`src/rtl/rx_word_assembler_mc.sv`:
```
// Multi-lane 8b10b word assembler: per-lane byte packing, round-robin merge into a shared FWFT FIFO.
// Optional feature macro RX_ASM_TIMESTAMP_EN appends a 16-bit WCLK stamp to every word.
module rx_word_assembler_mc #(
  parameter  int NUM_LANES  = 8,
  parameter  int BYTES      = 6,
  parameter  int FIFO_DEPTH = 64,
  parameter  int CNT_W      = 8,
  localparam int LID_W      = (NUM_LANES > 1) ? $clog2(NUM_LANES) : 1,
  localparam int AW         = $clog2(FIFO_DEPTH),
`ifdef RX_ASM_TIMESTAMP_EN
  localparam int TS_W       = 16,
`else
  localparam int TS_W       = 0,
`endif
  localparam int HW         = 8*BYTES + TS_W,
  localparam int OUT_W      = LID_W + HW
) (
  input  logic                       WCLK,
  input  logic                       RESET,
  input  logic                       err_reset,
  input  logic [NUM_LANES-1:0]       lane_en,
  input  logic [NUM_LANES-1:0]       sym_valid,
  input  logic [NUM_LANES-1:0]       sym_k,
  input  logic [NUM_LANES-1:0]       sym_err,
  input  logic [8*NUM_LANES-1:0]     sym_data,
  output logic [OUT_W-1:0]           out_data,
  output logic                       out_valid,
  input  logic                       out_ready,
  output logic                       fifo_full,
  output logic [AW:0]                fifo_size,
  output logic [CNT_W*NUM_LANES-1:0] lost_err_cnt,
  output logic [CNT_W*NUM_LANES-1:0] decoder_err_cnt
);

  localparam int BC_W = $clog2(BYTES);
  localparam int PW   = 8*(BYTES-1);

  logic [NUM_LANES-1:0] pend_vec;
  logic [HW-1:0]        hold_w [NUM_LANES];
  logic                 grant_vld;
  logic [LID_W-1:0]     grant_id;
  logic [LID_W-1:0]     scan_idx;
  logic [LID_W-1:0]     rr_q;
  logic                 can_write;
  logic                 pop;

  logic [OUT_W-1:0]     mem_q [FIFO_DEPTH];
  logic [AW-1:0]        wr_q, rd_q;
  logic [AW:0]          size_q;

`ifdef RX_ASM_TIMESTAMP_EN
  logic [15:0] ts_q;

  always_ff @(posedge WCLK) begin
    if (RESET) ts_q <= '0;
    else       ts_q <= ts_q + 16'd1;
  end
`endif

  for (genvar g = 0; g < NUM_LANES; g++) begin : g_lane
    logic [7:0]       byte_in;
    logic             gnt;
    logic [BC_W-1:0]  cnt_q, cnt_d;
    logic [PW-1:0]    part_q, part_d;
    logic [HW-1:0]    hold_q, hold_d;
    logic             pend_q, pend_d;
    logic [CNT_W-1:0] lost_q, lost_d;
    logic [CNT_W-1:0] derr_q, derr_d;

    assign byte_in = sym_data[8*g +: 8];
    assign gnt     = grant_vld && (grant_id == LID_W'(g));

    // Bytes shift in MSB-first, so the first byte of a word lands in the top byte.
    always_comb begin
      cnt_d  = cnt_q;
      part_d = part_q;
      hold_d = hold_q;
      pend_d = pend_q && !gnt;
      lost_d = lost_q;
      derr_d = derr_q;
      if (!lane_en[g]) begin
        cnt_d = '0;
      end else if (sym_valid[g]) begin
        if (sym_err[g]) begin
          cnt_d = '0;
          if (derr_q != '1) derr_d = derr_q + 1'b1;
        end else if (sym_k[g]) begin
          cnt_d = '0;
        end else if (cnt_q == BC_W'(BYTES-1)) begin
          cnt_d = '0;
          if (pend_d) begin
            if (lost_q != '1) lost_d = lost_q + 1'b1;
          end else begin
`ifdef RX_ASM_TIMESTAMP_EN
            hold_d = {part_q, byte_in, ts_q};
`else
            hold_d = {part_q, byte_in};
`endif
            pend_d = 1'b1;
          end
        end else begin
          cnt_d  = cnt_q + 1'b1;
          part_d = PW'({part_q, byte_in});
        end
      end
      if (err_reset) begin
        lost_d = '0;
        derr_d = '0;
      end
    end

    always_ff @(posedge WCLK) begin
      if (RESET) begin
        cnt_q  <= '0;
        part_q <= '0;
        hold_q <= '0;
        pend_q <= 1'b0;
        lost_q <= '0;
        derr_q <= '0;
      end else begin
        cnt_q  <= cnt_d;
        part_q <= part_d;
        hold_q <= hold_d;
        pend_q <= pend_d;
        lost_q <= lost_d;
        derr_q <= derr_d;
      end
    end

    assign pend_vec[g]                       = pend_q;
    assign hold_w[g]                         = hold_q;
    assign lost_err_cnt[CNT_W*g +: CNT_W]    = lost_q;
    assign decoder_err_cnt[CNT_W*g +: CNT_W] = derr_q;
  end

  assign out_valid = (size_q != '0);
  assign fifo_full = (size_q == (AW+1)'(FIFO_DEPTH));
  assign fifo_size = size_q;
  assign pop       = out_valid && out_ready;
  // A pop frees a slot on the same edge, so a full FIFO still accepts a write.
  assign can_write = !fifo_full || pop;
  assign out_data  = out_valid ? mem_q[rd_q] : '0;

  always_comb begin
    grant_vld = 1'b0;
    grant_id  = '0;
    scan_idx  = '0;
    for (int k = 0; k < NUM_LANES; k++) begin
      scan_idx = LID_W'((int'(rr_q) + k) % NUM_LANES);
      if (!grant_vld && can_write && pend_vec[scan_idx]) begin
        grant_vld = 1'b1;
        grant_id  = scan_idx;
      end
    end
  end

  always_ff @(posedge WCLK) begin
    if (grant_vld) mem_q[wr_q] <= {grant_id, hold_w[grant_id]};
  end

  always_ff @(posedge WCLK) begin
    if (RESET) begin
      wr_q   <= '0;
      rd_q   <= '0;
      size_q <= '0;
      rr_q   <= '0;
    end else begin
      if (grant_vld) begin
        wr_q <= wr_q + 1'b1;
        rr_q <= LID_W'((int'(grant_id) + 1) % NUM_LANES);
      end
      if (pop) rd_q <= rd_q + 1'b1;
      case ({grant_vld, pop})
        2'b10:   size_q <= size_q + 1'b1;
        2'b01:   size_q <= size_q - 1'b1;
        default: size_q <= size_q;
      endcase
    end
  end

endmodule

```
`config.mk`:
```
export PLATFORM = sky130hd
export DESIGN_NAME = rx_word_assembler_mc
export DESIGN_NICKNAME = d
export VERILOG_FILES = /design/src/rtl/rx_word_assembler_mc.sv
export SDC_FILE = /design/constraint.sdc
export NUM_CORES = 2
export LEC_CHECK = 0
export ABC_AREA = 0
export BUFFER_PORTS_ARGS = -buffer_cell sky130_fd_sc_hd__buf_4
export CAP_MARGIN = 20
export CORE_MARGIN = 5
export CORE_UTILIZATION = 45
export DETAILED_ROUTE_END_ITERATION = 10
export PLACE_DENSITY = 0.69
export SKIP_LAST_GASP = 1
export SLEW_MARGIN = 20
export SYNTH_ARGS = -nofsm -noshare
export SYNTH_HDL_FRONTEND = slang
export SYNTH_SLANG_ARGS = --single-unit
```
`constraint.sdc`:
```
create_clock -name WCLK -period 11.22 [get_ports WCLK]
set_input_delay 2.244 -clock WCLK [delete_from_list [all_inputs] [get_ports WCLK]]
set_output_delay 2.244 -clock WCLK [all_outputs]
set_load 0.005 [all_outputs]
```
==> impl_results.md <==
- Most frequent cells in the layout: 3,264 x edfxtp_1, 1,111 x nand2_1, 1,053 x mux4_2
- Worst min path class: reg -> reg
- Crit-path cells: inv_2, ha_1, mux2_2, mux4_2, nand2_1, o311ai_1, a22oi_1, or3_4, buf_4, buf_4, mux2i_1, a32oi_1, and3_2
- Largest net degree at the start of global routing: 223
- TritonCTS clock tree: built
- Die X: 610 µm
- Drt drc: 0
- Number of DRC markers in iteration 0: 15,600
- Starting density of the core: 45.1%
- CP Data Required Time: 11.84 ns
- Total power: 47.9 mW
- P&R area growth vs syn: 13.7%
- CTS clk-pin slew, worst paths: 0.06 ns
- CTS Buf Count: 413
- GRT Overall Usage: 26.7%
- Top cells by area, synth: edfxtp_1 61%, mux4_2 15%, dfxtp_1 11%
- Number of synthesized register bits: 4,156
- CP max-delay cell: and3_2
- First-pass DRT Iterations: 9
- Cell area after layout: 0.184 mm²
- Vias in the first global route: 91,900
- Fin crit share: 68.1%
- Syn. warnings: 0
- Area leader, netlist: edfxtp_1
- Post-Place Cell Area: 0.171 mm²
- Antenna violations before repair: 58
- Final Hold Vio Count: 0
- Final Max Tran Viols: 0
- WL final: 508,000 µm
- Max-Cap Viols: 0
- Ports: 288
- Max IR drop VDD: 0.308 mV
- Biggest cell delay along the critical path: 0.93 ns
- Buffers & Inverters on Critical Path: 3
- Ys flop type: edfxtp_1
- Critical path class: reg -> reg
- Die Height: 610 µm
- Clk sinks: 4,156
- Area share of the largest cell type after synthesis: 60.5%
- CP top delay family: simple AND/OR/NAND/NOR gates
- Unrepaired setup endpoints after global routing: false
- Synth cell types: 73
- Mapped cell area: 0.162 mm²
- Most common cell after layout, fill and taps aside: edfxtp_1
- CP endpoint kind: flip-flop
- P per Cell Area: 260 mW/mm²
- Clk_lat worst skew: 0.98 ns
- Dpl hpwl: 277,000 µm
- Post-synth EDFFs: 3,264
- Share of flip-flops with an asynchronous set or reset: 0%
- Max Freq: 131 MHz
- Final min period: 7.64 ns
- Clock Tree Root: clkbuf_16
- CP arrival: 8.26 ns
- Post-DRT Antenna Nets: 0
- Hold Slack: 0.451 ns
- Crit-path max FO: 64
- Sum Neg Setup Slack: 0 ns
- Post-synthesis cell count: 9,424
- Layout Skew: 0.0464 ns
- Slew headroom: 18.0%
- Sequential cell area fraction in the yosys report: 71.5%
- Number of H-tree levels: 5
- Die area: 0.372 mm²
- Layout cells sized above 1: 23.4%
- Vias per inst: 6.34
- Via Count: 94,500
- Setup violators final: 0
- Nets: 9,868
- First-pass GRT wire length: 705,000 µm
- CP dominant cell by count: buf_4
- Mean Syn Cell Area: 17.2 µm²
- CTS Buffer Depth: 4
- Routability Congestion: 0.930
- Core ar.: 0.359 mm²
- Post-CTS sizing: 0
- Startpoint types: flip-flop
- Run status: complete, no violations
- Row cnt: 220
- Syn Nets: 9,549
- Hold buffer count at cts: 0
- Post-DR wirelength/cell: 34.1 µm
- GRT overflow: 0
- IO buf count: 287
- Leak: 57.6 nW
- Worst slew pin tran: 1.23 ns
- Post-CTS Setup Inserts: 0
==> logic make-up after synthesis <==
kind of cell / synth area share (%)
DFF: 71.5
and+or+nand+nor: 6.27
muxes: 16.9
adders and majority gates: 0.193
AOI/OAI and AO/OA: 3.12
buffers and inverters: 1.57
xor gates and xnor gates: 0.409
==> cell usage after synthesis (all sizes together), types with 48 or more instances <==
| master | instances |
|---|---|
| mux2i | 355 |
| nand2 | 1111 |
| edfxtp | 3264 |
| nand3 | 205 |
| xor2 | 48 |
| or3b | 50 |
| and3 | 73 |
| mux4 | 1053 |
| a21oi | 541 |
| a211oi | 52 |
| clkbuf | 433 |
| buf | 178 |
| or3 | 54 |
| nor2 | 372 |
| o21ai | 148 |
| nand2b | 208 |
| dfxtp | 892 |
| a32oi | 52 |
==> report_power, final <==
part / leakage, nW / switching (mW) / internal (mW) / total (mW)
registers: 37.1 / 0.107 / 22.9 / 23.0
logic: 13.9 / 8.33 / 2.74 / 11.1
clock network: 6.58 / 5.95 / 7.87 / 13.8
total: 57.6 / 14.4 / 33.5 / 47.9
==> per-layer routing <==
layer	track usage (%)	vias up	part of all wire, %
li1	-	37500	-
met1	36.9	48900	37
met2	39.4	6799	44
met3	7.74	1276	14
met4	12.1	32	5.2
met5	0	-	0.038
==> final timing paths <==
kind / from / endpoint / slack [ns] / cells past startpoint
worst max-delay path: rr_q[0] / mem_q[31][14] / 3.58 / 13
worst min register to register: g_lane[7].part_q[30] / g_lane[7].part_q[38] / 0.45 / 2
worst max register to register: rr_q[0] / mem_q[31][14] / 3.58 / 13
worst min-delay path: g_lane[7].part_q[30] / g_lane[7].part_q[38] / 0.45 / 2
==> registers in the layout (all words and copies together) (netlist names), named ones only <==
| name | count |
|---|---|
| g_lane.derr_q | 64 |
| g_lane.part_q | 320 |
| rr_q | 3 |
| g_lane.pend_q | 8 |
| g_lane.cnt_q | 24 |
| wr_q | 6 |
| mem_q | 3264 |
| rd_q | 6 |
| g_lane.hold_q | 384 |
| g_lane.lost_q | 64 |
| fifo_size | 7 |
==> worst register-to-register path, delay by kind of cell (launching register included) <==
| family | cells | cell delay, ns |
|---|---|---|
| mux | 3 | 1.22 |
| flops | 1 | 0.78 |
| simple gates | 3 | 1.92 |
| buf+inv | 3 | 1.84 |
| compound gates | 3 | 0.62 |
| fa+ha+maj | 1 | 0.85 |
==> metrics by stage <==
step,std cells,setup WS [ns],utilization (%)
after CTS,14900,3.43,51.3
after global placement,14100,3.54,47.5
after floorplan,9424,2.11,-
after detailed placement,14100,3.36,47.5
final,14900,3.58,51.3
after global routing,14900,3.23,51.3
==> area by class of cell <==
type | count | area, µm²
clock buffers | 513 | 11000
flip-flops and latches | 4156 | 116000
fillers | 28500 | 175000
multi-input cells | 4632 | 44500
diodes | 38 | 95.1
inverters | 25 | 106
clock inverters | 255 | 2500
repair buffers | 515 | 4210
well taps | 4773 | 5970
Power figures use the tool's default switching activity.
